**src/rtl/alu_pipe_m_if.sv**
```systemverilog
// Opcode package and valid/ready command/result bundle
// shared by alu_pipe_m and its users.
package ex_type_pkg;
    typedef enum logic [2:0] {
        HLT, SKZ, ADD, AND, XOR, LDA, STO, JMP
    } opcode_e;
endpackage

interface alu_pipe_m_if #(
    parameter int WIDTH = 8
) ();
    logic                  in_valid;
    logic                  in_ready;
    ex_type_pkg::opcode_e  opcode;
    logic [WIDTH-1:0]      data;
    logic                  out_valid;
    logic                  out_ready;
    logic [WIDTH-1:0]      alu_out;
    logic                  zero;
    logic                  carry;
    logic [WIDTH-1:0]      accum;
    logic                  halted;

    modport master (
        output in_valid, opcode, data, out_ready,
        input  in_ready, out_valid, alu_out,
        input  zero, carry, accum, halted
    );

    modport slave (
        input  in_valid, opcode, data, out_ready,
        output in_ready, out_valid, alu_out,
        output zero, carry, accum, halted
    );
endinterface

```
**src/rtl/alu_pipe_m.sv**
```systemverilog
// Two-stage accumulator ALU: S1 latches the command,
// S2 computes against accum and holds the result.
module alu_pipe_m #(
    parameter int WIDTH = 8
) (
    input logic         clk,
    input logic         rst_,
    alu_pipe_m_if.slave bus
);
    import ex_type_pkg::*;

    logic             s1_valid_q, s1_valid_d;
    opcode_e          s1_op_q, s1_op_d;
    logic [WIDTH-1:0] s1_data_q, s1_data_d;

    logic             out_valid_q, out_valid_d;
    logic [WIDTH-1:0] alu_q, alu_d;
    logic             carry_q, carry_d;
    logic [WIDTH-1:0] accum_q, accum_d;
    logic             halted_q, halted_d;

    logic             s2_take;
    logic             in_take;
    logic [WIDTH:0]   sum;
    logic [WIDTH-1:0] res;
    logic             res_c;
    logic             res_wr;

    assign s2_take = s1_valid_q
                   && (!out_valid_q || bus.out_ready);

    // Gated by rst_ so in_ready reads low throughout reset.
    assign bus.in_ready = rst_ && !halted_q
                        && (!s1_valid_q || s2_take);

    assign in_take = bus.in_valid && bus.in_ready;

    assign bus.out_valid = out_valid_q;
    assign bus.alu_out   = alu_q;
    assign bus.zero      = (alu_q == '0);
    assign bus.carry     = carry_q;
    assign bus.accum     = accum_q;
    assign bus.halted    = halted_q;

    always_comb begin
        sum    = {1'b0, accum_q} + {1'b0, s1_data_q};
        res    = accum_q;
        res_c  = 1'b0;
        res_wr = 1'b0;
        unique case (1'b1)
            (s1_op_q == ADD): begin
                res    = sum[WIDTH-1:0];
                res_c  = sum[WIDTH];
                res_wr = 1'b1;
            end
            (s1_op_q == AND): begin
                res    = accum_q & s1_data_q;
                res_wr = 1'b1;
            end
            (s1_op_q == XOR): begin
                res    = accum_q ^ s1_data_q;
                res_wr = 1'b1;
            end
            (s1_op_q == LDA): begin
                res    = s1_data_q;
                res_wr = 1'b1;
            end
            default: ;
        endcase
    end

    always_comb begin
        s1_valid_d  = s1_valid_q;
        s1_op_d     = s1_op_q;
        s1_data_d   = s1_data_q;
        out_valid_d = out_valid_q;
        alu_d       = alu_q;
        carry_d     = carry_q;
        accum_d     = accum_q;
        halted_d    = halted_q;

        if (in_take) begin
            s1_valid_d = 1'b1;
            s1_op_d    = bus.opcode;
            s1_data_d  = bus.data;
        end else if (s2_take) begin
            s1_valid_d = 1'b0;
        end

        if (s2_take) begin
            out_valid_d = 1'b1;
            alu_d       = res;
            carry_d     = res_c;
            if (res_wr) accum_d = res;
            if (s1_op_q == HLT) halted_d = 1'b1;
        end else if (bus.out_ready) begin
            out_valid_d = 1'b0;
        end
    end

    always_ff @(posedge clk or negedge rst_) begin
        if (!rst_) begin
            s1_valid_q  <= 1'b0;
            s1_op_q     <= HLT;
            s1_data_q   <= '0;
            out_valid_q <= 1'b0;
            alu_q       <= '0;
            carry_q     <= 1'b0;
            accum_q     <= '0;
            halted_q    <= 1'b0;
        end else begin
            s1_valid_q  <= s1_valid_d;
            s1_op_q     <= s1_op_d;
            s1_data_q   <= s1_data_d;
            out_valid_q <= out_valid_d;
            alu_q       <= alu_d;
            carry_q     <= carry_d;
            accum_q     <= accum_d;
            halted_q    <= halted_d;
        end
    end
endmodule

```
**src/flat_wrapper.sv**
```systemverilog
// flat-port wrapper written by rule: the top's interface ports become plain ports
module alu_pipe_m_flat import ex_type_pkg::*;
#(
    parameter int WIDTH = 8
)
  (clk, rst_, bus_in_valid, bus_opcode, bus_data, bus_out_ready, bus_in_ready, bus_out_valid, bus_alu_out, bus_zero, bus_carry, bus_accum, bus_halted);
  alu_pipe_m_if #(.WIDTH(WIDTH)) bus_i ();
  input logic clk;
  input logic rst_;
  input wire logic [$bits(bus_i.in_valid)-1:0] bus_in_valid;
  input wire logic [$bits(bus_i.opcode)-1:0] bus_opcode;
  input wire logic [$bits(bus_i.data)-1:0] bus_data;
  input wire logic [$bits(bus_i.out_ready)-1:0] bus_out_ready;
  output wire logic [$bits(bus_i.in_ready)-1:0] bus_in_ready;
  output wire logic [$bits(bus_i.out_valid)-1:0] bus_out_valid;
  output wire logic [$bits(bus_i.alu_out)-1:0] bus_alu_out;
  output wire logic [$bits(bus_i.zero)-1:0] bus_zero;
  output wire logic [$bits(bus_i.carry)-1:0] bus_carry;
  output wire logic [$bits(bus_i.accum)-1:0] bus_accum;
  output wire logic [$bits(bus_i.halted)-1:0] bus_halted;
  assign bus_i.in_valid = bus_in_valid;
  assign bus_i.opcode = bus_opcode;
  assign bus_i.data = bus_data;
  assign bus_i.out_ready = bus_out_ready;
  assign bus_in_ready = bus_i.in_ready;
  assign bus_out_valid = bus_i.out_valid;
  assign bus_alu_out = bus_i.alu_out;
  assign bus_zero = bus_i.zero;
  assign bus_carry = bus_i.carry;
  assign bus_accum = bus_i.accum;
  assign bus_halted = bus_i.halted;
  alu_pipe_m #(.WIDTH(WIDTH)) u_core (.clk(clk), .rst_(rst_), .bus(bus_i));
endmodule
```
**config.mk**
```make
export PLATFORM = sky130hd
export DESIGN_NAME = alu_pipe_m_flat
export DESIGN_NICKNAME = d
export VERILOG_FILES = /design/src/rtl/alu_pipe_m_if.sv /design/src/rtl/alu_pipe_m.sv /design/src/flat_wrapper.sv
export SDC_FILE = /design/constraint.sdc
export NUM_CORES = 1
export LEC_CHECK = 0
export ABC_CLOCK_PERIOD_IN_PS = 2100
export BUFFER_PORTS_ARGS = -buffer_cell sky130_fd_sc_hd__buf_4
export CORE_MARGIN = 2
export CORE_UTILIZATION = 55
export DETAILED_ROUTE_END_ITERATION = 16
export GPL_TIMING_DRIVEN = 0
export PLACE_DENSITY_LB_ADDON = 0.08
export SLEW_MARGIN = 20
export SYNTH_ARGS = -nofsm -noshare
export SYNTH_HDL_FRONTEND = slang
export SYNTH_SLANG_ARGS = --single-unit
```
**constraint.sdc**
```tcl
create_clock -name clk -period 2.1 [get_ports clk]
set_input_delay 0.525 -clock clk [delete_from_list [all_inputs] [get_ports clk]]
set_output_delay 0.525 -clock clk [all_outputs]
set_load 0.05 [all_outputs]
```
## After elaboration in Yosys (flattened, before gate mapping)

Index checks and enable logic that the tools add are counted.

- Memory bits (read-only): 0
- Flip-flop bits (word level): 31
- Output and inout bits: 21
- Logic and storage cells: 38
- Memories kept: 0
- Bits in latches: 0
- Memory bits (writable): 0

- Divide/modulo/power cells: 0
- Reductions and logical operators: 16
- Multipliers: 0
- $lt $le $gt $ge: 0
- Add/subtract/negate cells: 1
- Muxes and demuxes: 7
- Shift-type cells: 0
- Equal/unequal tests: 4
- Bitwise logic cells: 2

Operators with widths:

| kind | count |
|---|---|
| one-hot mux 8 bit (4 select lines) | 1 |
| adder 8 x 8 -> 9 bit | 1 |
| bitwise AND 8 bit | 1 |
| zero test 8 bit | 1 |
| bitwise XOR 8 bit | 1 |
| == test 3 x 2 -> 1 bit (second input constant) | 2 |
| == test 3 bit (second input constant) | 2 |
| 2-to-1 mux 1 bit | 6 |
| logical AND 1 bit | 4 |
| AND reduction 2 bit | 2 |
| nonzero test 2 bit | 2 |
| OR reduction 4 bit | 1 |
| zero test 1 bit | 3 |
| zero test 3 bit | 1 |
| logical OR 1 bit | 2 |

## Logic depth before layout (Yosys ltp)

Gate-level depths: netlist of run 1.

- Depth after elaboration: 7
- Gate-level depth with buffers: 8
- Mapped depth without buffers: 8

## Worst setup path after synthesis of run 1

Ideal clock, no wire load.

- Path type: reg-to-output
- Start: register u_core.alu_q[5] (netlist: u_core.bus.alu_out[5])
- End: output bus_zero
- Arrival time: 1.793 ns
- Slack: -0.218 ns
- Stages on the path, launching flop included: 3
- Path through: dfrtp_1 > or4_1 > nor2_1

- Word-level cells in the longest chain between the ends: 1

Ends and longest elaborated chain:

| element | RTL line | text |
|---|---|---|
| start: declaration | alu_pipe_m.sv:17 | `logic [WIDTH-1:0] alu_q, alu_d;` |
| start signal: assignment | alu_pipe_m.sv:116 | `alu_q <= alu_d;` |
| zero test 8 bit | alu_pipe_m.sv:40 | `assign bus.zero = (alu_q == '0);` |
| end: declaration | flat_wrapper.sv:17 | `output wire logic [$bits(bus_i.zero)-1:0] bus_zero;` |

No other way between the ends.

## Final worst setup path of run 1

- Start: register u_core.alu_q[1] (netlist: u_core.bus.alu_out[1])
- End: output bus_zero

Same word-level chain as after synthesis.

==> results of run 1 <==
[per-stage QoR]
| step | cell area, um^2 | TNS (ns) | setup slack, ns |
|---|---|---|---|
| after floorplan | 1880 | -0.0191 | -0.0191 |
| after global placement | 2200 | -0.0451 | -0.0319 |
| after detailed placement | 2200 | -0.0799 | -0.0432 |
| after CTS | 2290 | 0 | 0.00292 |
| after global routing | 2330 | -0.0318 | -0.0318 |
| final | 2330 | 0 | 0.0129 |
[how the worst max path moves through the flow]
stage,from,endpoint,slack (ns),depth (start not counted)
3_3_place_gp,u_core.bus.accum[0],u_core.bus.alu_out[6],-0.03,8
2_1_floorplan,u_core.bus.alu_out[5],bus_zero,-0.02,2
6_report,u_core.bus.alu_out[1],bus_zero,0.01,3
3_5_place_dp,u_core.bus.accum[0],u_core.bus.alu_out[6],-0.04,8
5_1_grt,u_core.bus.alu_out[1],bus_zero,-0.03,3
4_1_cts,u_core.bus.accum[0],u_core.bus.alu_out[6],0.003,8
[registers in the layout, summed over array words and instances, names as in the netlist]
register              flops
u_core.bus.halted         1
u_core.s1_data_q          8
u_core.s1_valid_q         1
u_core.bus.out_valid      1
u_core.bus.accum          8
u_core.s1_op_q            3
u_core.bus.carry          1
u_core.bus.alu_out        8
[kinds of logic (layout without fill, tap and decap cells)]
logic type               Yosys count  count (layout)  share of synthesized area
AO/OA/AOI/OAI                     58              58                      0.188
XOR/XNOR                           4               4                     0.0188
adder cells (fa/ha/maj)            9               9                     0.0646
buffers and inverters             13              56                     0.0417
flip-flops                        31              31                      0.417
multiplexers                      17              17                     0.0989
AND/OR/NAND/NOR                   64              64                      0.170
[cell type report]
class	instances	area (um^2)
Timing Repair Buffer	35	270
Inverter	6	22.5
Sequential cell	31	782
Buffer	7	55.1
Clock buffer	8	68.8
Fill cell	272	956
Multi-Input combinational cell	152	1070
Tap cell	46	57.6
[cell usage in the layout (no fill, tap or decap), types with 2 or more instances in the layout]
master / count
nor2_1: 15
nor3_1: 2
nor2b_1: 3
clkbuf_8: 3
dfrtp_1: 26
o211ai_1: 2
o21ai_0: 12
o22ai_1: 3
buf_4: 36
o21ai_1: 4
mux2i_1: 6
clkbuf_1: 3
nand2_1: 27
a31oi_1: 2
inv_1: 6
clkbuf_4: 6
dfrtp_2: 5
or4_4: 2
a21o_1: 4
ha_2: 2
nand2b_1: 3
a21oi_1: 17
o2111ai_1: 2
a21oi_2: 3
xnor2_1: 2
ha_1: 5
mux2_2: 11
xor2_1: 2
[layer usage]
| layer | vias up | share of wire | track usage |
|---|---|---|---|
| met4 | 0 | 0.018 | 0.0889 |
| met1 | 768 | 0.43 | 0.310 |
| met5 | - | 0 | 0 |
| met2 | 53 | 0.49 | 0.413 |
| li1 | 789 | - | - |
| met3 | 10 | 0.056 | 0.0562 |
[worst register-to-register path, cell delays in order, from the launching register on]
cell,delay (ns)
dfrtp_2,0.46
ha_1,0.36
a21oi_2,0.21
nor3_1,0.08
or4b_1,0.55
a21oi_2,0.18
a21oi_1,0.08
[timing repair]
action,CTS,global route
gates cloned,0,0
resized for setup,5,12
pin swaps,0,5
endpoints found under the setup margin,4,8
==> run summary, run 1 <==
status -> finished clean
Worst-Skew Late Latency -> 0.33 ns
Synth top area share -> 0.417
Distinct cells, synth -> 46
root buffer cell -> clkbuf_4
Post-CTS Hold Buffers -> 0
IO Count -> 36
fin. max-slew vios -> 0
antenna diode count -> 0
slew margin rel. -> 0.666
Post-DP HPWL -> 3.33 mm
mapped cell area -> 1860 um^2
crit path DAT -> 1.56 ns
CTS buffer count -> 5
Core ar. -> 3280 um^2
slack of the worst reg-to-reg path -> 0.06 ns
Final min period -> 2.09 ns
Main synth FF type -> dfrtp_1
r2r startpoint -> u_core.bus.accum[1]
WL per Instance -> 15.7 um
max-cap violations -> 0
RSZ-0062 raised after global routing -> yes
die area -> 3860 um^2
number of routed nets with antenna violations -> 0
placed insts -> 277
syn_nets -> 220
initial antenna violation count -> 0
1st-iter DRT viols -> 104
worst hold slack -> 0.115 ns
crit start category -> flop
Tot GR Track Use -> 0.245
P&R area growth vs syn -> 25.2%
TritonCTS clock tree -> built
Async SR Flop Fraction -> 1.00
routed wire length -> 4.48 mm
Die Y -> 62.1 um
layout cells sized above 1 -> 0.343
first-pass GRT wire length -> 7.40 mm
drt drc -> 0
Horiz. Die Dim -> 62.1 um
H-tree Lvls -> 2
Clock Sinks -> 31
Synth area leader -> dfrtp_1
cells after synthesis -> 196
critical path's top delay family -> simple AND/OR/NAND/NOR gates
fin crit share -> 0.994
largest incremental delay on the critical path -> 0.56 ns
Final Hold Fails -> 0
Slew @ Worst Pin -> 0.497 ns
Worst Path Class, Setup -> flop to output pin
Initial DRT Pass Iterations -> 4
critical path, cell by cell -> or4_4, nor2_4, buf_8
WP buf/inv -> 1
number of I/O port buffers -> 35
largest cells by area after synthesis -> dfrtp_1 42%, mux2_2 6.7%, nand2_1 5.5%
starting density of the core -> 0.566
Final Non-Filler Cells -> 285
HP Class -> primary input to async pin
FF-to-FF End -> u_core.bus.accum[5]
clock buffer depth -> 2
total grt overflow -> 0
mean area per synthesized cell -> 9.49 um^2
Post-synth EDFFs -> 0
pin count of the biggest net entering global routing -> 33
yosys warns -> 0
Seq cells post-synth -> 31
Critical-path top delay cell -> or4_4
via count -> 1620
CP required -> 1.57 ns
vias in the first global route -> 1594
Final Util -> 0.709
Fmax -> 479 MHz
worst-path fanout max -> 3
Final setup viols -> 0
net count of the finished layout -> 262
vias per cell -> 5.68
count leader, synth -> dfrtp_1
FF-to-FF path depth -> 6
GPL Wtd Cong -> 0.842
Setup Skew -> 0.00993 ns
row count -> 21
Post-CTS Setup Bufs -> 0
Commonest cells post-synth -> 31 x dfrtp_1, 27 x nand2_1, 19 x a21oi_1
Clock Pin Slew Worst Setup and Hold Paths -> 0.09 ns
Worst Setup End Kind -> output pin
Seq/Total Area, Yosys -> 0.417
Power of run 1 is not shown: default switching activity piles up to over one toggle a cycle in this logic, so the estimate is an artifact.
==> run 2, diff against run 1 <==
--- a/config.mk
+++ b/config.mk
@@ -7,7 +7,6 @@
 export LEC_CHECK = 0
 export ABC_CLOCK_PERIOD_IN_PS = 2100
 export BUFFER_PORTS_ARGS = -buffer_cell sky130_fd_sc_hd__buf_4
-export CORE_MARGIN = 2
 export CORE_UTILIZATION = 55
 export DETAILED_ROUTE_END_ITERATION = 16
 export GPL_TIMING_DRIVEN = 0
==> run summary, run 2 (same netlist as run 1, synthesis figures left out) <==
status -> finished clean
slack of the worst reg-to-reg path -> 0.04 ns (-0.02 ns)
TritonCTS clock tree -> built
die area -> 3620 um^2 (-6.3%)
Final Non-Filler Cells -> 285 (unchanged)
Post-CTS Hold Buffers -> 0 (unchanged)
root buffer cell -> clkbuf_4
Setup Skew -> 0.0115 ns (+0.00162 ns)
Clock Pin Slew Worst Setup and Hold Paths -> 0.10 ns (about the same)
vias per cell -> 5.85 (+2.8%)
crit path DAT -> 1.56 ns (about the same)
critical path's top delay family -> simple AND/OR/NAND/NOR gates
Final setup viols -> 0 (unchanged)
WP buf/inv -> 1 (unchanged)
Die Y -> 60.1 um (-3.2%)
FF-to-FF path depth -> 6 (unchanged)
net count of the finished layout -> 264 (+0.76%)
via count -> 1666 (+2.8%)
routed wire length -> 4.44 mm (-0.96%)
commonest non-fill, non-tap cell in the layout -> buf_4
Final min period -> 2.08 ns (-0.00228 ns)
placed insts -> 275 (-0.72%)
critical path, cell by cell -> or4_4, nor2_4, buf_8
Slew @ Worst Pin -> 0.485 ns (-0.0120 ns)
initial antenna violation count -> 0 (unchanged)
Critical-path top delay cell -> or4_4
layout cells sized above 1 -> 0.340 (-0.00285)
fin. max-slew vios -> 0 (unchanged)
crit start category -> flop
vias in the first global route -> 1557 (-2.3%)
slew margin rel. -> 0.674 (+0.00805)
number of routed nets with antenna violations -> 0 (unchanged)
drt drc -> 0 (unchanged)
Horiz. Die Dim -> 60.1 um (-3.2%)
starting density of the core -> 0.594 (+0.0283)
P&R area growth vs syn -> 26.0%
row count -> 20 (-4.8%)
clock buffer depth -> 2 (unchanged)
Post-DP HPWL -> 3.30 mm (-0.73%)
IO Count -> 36 (unchanged)
total grt overflow -> 0 (unchanged)
Fmax -> 480 MHz (+0.11%)
Worst-Skew Late Latency -> 0.33 ns (about the same)
H-tree Lvls -> 2 (unchanged)
GPL Wtd Cong -> 0.856 (+1.7%)
WL per Instance -> 15.6 um (-0.96%)
RSZ-0062 raised after global routing -> yes
max-cap violations -> 0 (unchanged)
FF-to-FF End -> u_core.bus.accum[5]
first-pass GRT wire length -> 6.76 mm (-8.7%)
Tot GR Track Use -> 0.259 (+0.0142)
worst-path fanout max -> 3 (unchanged)
fin crit share -> 0.993 (-0.00109)
Initial DRT Pass Iterations -> 4 (unchanged)
HP Class -> primary input to async pin
Worst setup startpoint -> u_core.bus.alu_out[2]
Worst Path Class, Setup -> flop to output pin
1st-iter DRT viols -> 78 (-25%)
Worst Setup End Kind -> output pin
largest incremental delay on the critical path -> 0.55 ns (about the same)
Final Hold Fails -> 0 (unchanged)
CP required -> 1.57 ns (about the same)
Clock Sinks -> 31 (unchanged)
Core ar. -> 3130 um^2 (-4.8%)
antenna diode count -> 0 (unchanged)
CTS buffer count -> 5 (unchanged)
pin count of the biggest net entering global routing -> 33 (unchanged)
setup tns final -> 0 ns (unchanged)
number of I/O port buffers -> 35 (unchanged)
r2r startpoint -> u_core.bus.accum[1]
highest-count cells in the layout ignoring fill and taps -> 38 x buf_4, 27 x nand2_1, 26 x dfrtp_1, 19 x a21oi_1, 15 x nor2_1
run 2: worst max path at each step:
| stage | end | slack, ns | cells past startpoint |
|---|---|---|---|
| after floorplan | bus_zero | -0.02 | 2 |
| after global placement | u_core.bus.alu_out[6] | -0.03 | 8 |
| after detailed placement | u_core.bus.alu_out[6] | -0.06 | 8 |
| after CTS | u_core.bus.alu_out[6] | 0.0003 | 8 |
| after global routing | u_core.bus.accum[5] | -0.05 | 6 |
| final | bus_zero | 0.02 | 3 |
run 2: stage by stage:
stage	util	worst slack, ns	instance area [um^2]	hold WS (ns)
after floorplan	-	-0.0191	1880	0.229
after global placement	0.703	-0.0260	2200	0.459
after detailed placement	0.703	-0.0610	2200	0.480
after CTS	0.733	0.000332	2290	0.108
after global routing	0.749	-0.0524	2340	0.115
final	0.749	0.0152	2340	0.103
run 2: final cells by class:
cell class / instances / area (um^2)
Buffer: 7 / 55.1
Clock buffer: 8 / 68.8
Fill cell: 246 / 786
Inverter: 6 / 22.5
Multi-Input combinational cell: 152 / 1070
Sequential cell: 31 / 782
Tap cell: 44 / 55.1
Timing Repair Buffer: 37 / 285
run 2: worst register-to-register path, stage by stage (launching register included):
cell and delay (ns):
dfrtp_2 0.46, ha_1 0.34, a21oi_1 0.23, nor3_1 0.09, or4b_1 0.55, a21oi_2 0.20, a21oi_1 0.08
run 2: what timing repair did:
action | CTS | global route
resized for setup | 4 | 12
pin swaps | 0 | 5
setup endpoints to repair | 4 | 8
setup buffers | 1 | 1
run 2: layer usage:
metal | routed length, um | track usage | up-vias
li1 | - | - | 789
met4 | 85 | 0.106 | 0
met3 | 282 | 0.0519 | 11
met2 | 2170 | 0.429 | 68
met5 | 0 | 0 | -
met1 | 1900 | 0.327 | 798
Power of run 2 is left out for the same reason.
==> run 3, diff against run 2 <==
--- a/config.mk
+++ b/config.mk
@@ -11,7 +11,6 @@
 export DETAILED_ROUTE_END_ITERATION = 16
 export GPL_TIMING_DRIVEN = 0
 export PLACE_DENSITY_LB_ADDON = 0.08
-export SLEW_MARGIN = 20
 export SYNTH_ARGS = -nofsm -noshare
 export SYNTH_HDL_FRONTEND = slang
 export SYNTH_SLANG_ARGS = --single-unit
==> constraint.sdc (replaced) <==
create_clock -name clk -period 2.1 [get_ports clk]
set_input_delay 0.105 -clock clk [delete_from_list [all_inputs] [get_ports clk]]
set_output_delay 0.105 -clock clk [all_outputs]
set_load 0.05 [all_outputs]
==> run summary, run 3 (same netlist as run 1, synthesis figures left out) <==
Clock Sinks -> 31 (unchanged)
WP buf/inv -> 1 (unchanged)
IO Count -> 36 (unchanged)
worst hold slack -> 0.0114 ns (-0.0919 ns)
WP depth -> 7 (+4)
HP Class -> primary input to flop
Setup crit end -> u_core.bus.accum[5]
Final Hold Fails -> 0 (unchanged)
Final setup viols -> 0 (unchanged)
slew margin rel. -> 0.694 (+0.0197)
Setup Skew -> 0.00798 ns (-0.00357 ns)
Clock Pin Slew Worst Setup and Hold Paths -> 0.10 ns (about the same)
crit start category -> flop
crit path DAT -> 2.29 ns (+0.73 ns)
antenna diode count -> 0 (unchanged)
pin count of the biggest net entering global routing -> 33 (unchanged)
clock buffer depth -> 2 (unchanged)
largest incremental delay on the critical path -> 0.53 ns (-0.02 ns)
vias in the first global route -> 1626 (+4.4%)
slack of the worst reg-to-reg path -> 0.05 ns (about the same)
total grt overflow -> 0 (unchanged)
drt drc -> 0 (unchanged)
row count -> 20 (unchanged)
FF-to-FF End -> u_core.bus.accum[5]
Worst Setup End Kind -> flop
initial antenna violation count -> 0 (unchanged)
Final min period -> 2.05 ns (-0.0300 ns)
vias per cell -> 5.81 (-0.66%)
max-cap violations -> 0 (unchanged)
Fmax -> 487 MHz (+1.5%)
number of routed nets with antenna violations -> 0 (unchanged)
starting density of the core -> 0.594 (unchanged)
status -> finished clean
H-tree Lvls -> 2 (unchanged)
routed wire length -> 4.77 mm (+7.4%)
CTS buffer count -> 5 (unchanged)
P&R area growth vs syn -> 30.4%
Core ar. -> 3130 um^2 (unchanged)
fin crit share -> 0.978 (-0.0143)
die area -> 3620 um^2 (unchanged)
TritonCTS clock tree -> built
CP required -> 2.33 ns (+0.76 ns)
1st-iter DRT viols -> 78 (unchanged)
first-pass GRT wire length -> 7.33 mm (+8.6%)
root buffer cell -> clkbuf_4
number of I/O port buffers -> 35 (unchanged)
Layout fillers -> 230 (-6.5%)
Slew @ Worst Pin -> 0.456 ns (-0.0294 ns)
WL per Instance -> 16.2 um (+3.8%)
via count -> 1713 (+2.8%)
Tot GR Track Use -> 0.282 (+0.0233)
net count of the finished layout -> 274 (+3.8%)
Worst setup startpoint -> u_core.bus.accum[5]
RSZ-0062 raised after global routing -> yes
Horiz. Die Dim -> 60.1 um (unchanged)
critical path, cell by cell -> ha_1, buf_6, or3b_1, o21ai_0, or4b_4, a21oi_2, a21oi_1
FF-to-FF path depth -> 7 (+1)
Initial DRT Pass Iterations -> 4 (unchanged)
Worst Path Class, Setup -> flop to flop
layout cells sized above 1 -> 0.319 (-0.0215)
r2r startpoint -> u_core.bus.accum[5]
worst-path fanout max -> 10 (+7)
commonest non-fill, non-tap cell in the layout -> buf_4
Critical-path top delay cell -> or4b_4
GPL Wtd Cong -> 0.856 (about the same)
Post-DP HPWL -> 3.47 mm (+5.1%)
critical path's top delay family -> simple AND/OR/NAND/NOR gates
Die Y -> 60.1 um (unchanged)
highest-count cells in the layout ignoring fill and taps -> 39 x buf_4, 27 x nand2_1, 26 x dfrtp_1, 16 x nor2_1, 16 x a21oi_1
Worst-Skew Late Latency -> 0.34 ns (about the same)
fin. max-slew vios -> 0 (unchanged)
[run 3: cell count changes in the layout (fill, tap and decap cells not counted), sizes merged]
cell / before / now
dlygate4sd3: 0 / 10
clkbuf: 12 / 10
bufinv: 0 / 1
clkinv: 0 / 1
[run 3: final cells by class]
type	count	area [um^2]	area share
flip-flops and latches	31	782	0.322
clock buffers	6	51.3	0.0212
multi-input cells	152	1050	0.431
inverters	6	22.5	0.00929
clock inverters	2	35.0	0.0144
plain buffers	7	55.1	0.0227
repair buffers	47	378	0.156
well taps	44	55.1	0.0227
[run 3: how the worst min path moves through the flow]
stage,startpoint,end,slack (ns),depth (start not counted)
global route,bus_opcode[0],u_core.s1_op_q[0],0.007,2
global placement,rst_,u_core.bus.alu_out[6],0.05,1
detailed placement,rst_,u_core.bus.alu_out[6],0.06,1
floorplan,rst_,u_core.bus.accum[0],-0.19,0
CTS,bus_opcode[0],u_core.s1_op_q[0],0.0005,2
finish,bus_opcode[0],u_core.s1_op_q[0],0.01,2
[run 3: repair_timing]
item	4_1_cts	5_1_grt
endpoints found under the hold margin	40	0
gates resized for setup	2	7
pin swaps	0	2
hold buffers	10	0
endpoints found under the setup margin	3	7
setup buffers	0	2
[run 3: per-stage QoR]
stage          instances  setup TNS (ns)  worst slack, ns   util  cell area, um^2
6_report             295               0           0.0452  0.775             2420
5_1_grt              295         -0.0557          -0.0360  0.775             2420
4_1_cts              293               0          0.00162  0.765             2390
3_5_place_dp         275          -0.101          -0.0559  0.702             2200
3_3_place_gp         275         -0.0403          -0.0301  0.702             2200
2_1_floorplan        196               0           0.0160      -             1880
[run 3: layer usage]
| metal | GRT usage | up-vias | part of all wire |
|---|---|---|---|
| li1 | - | 814 | - |
| met1 | 0.342 | 827 | 0.42 |
| met2 | 0.490 | 63 | 0.51 |
| met3 | 0.0584 | 9 | 0.061 |
| met4 | 0.0997 | 0 | 0.015 |
| met5 | 0 | - | 0 |
Power of run 3 is left out for the same reason.
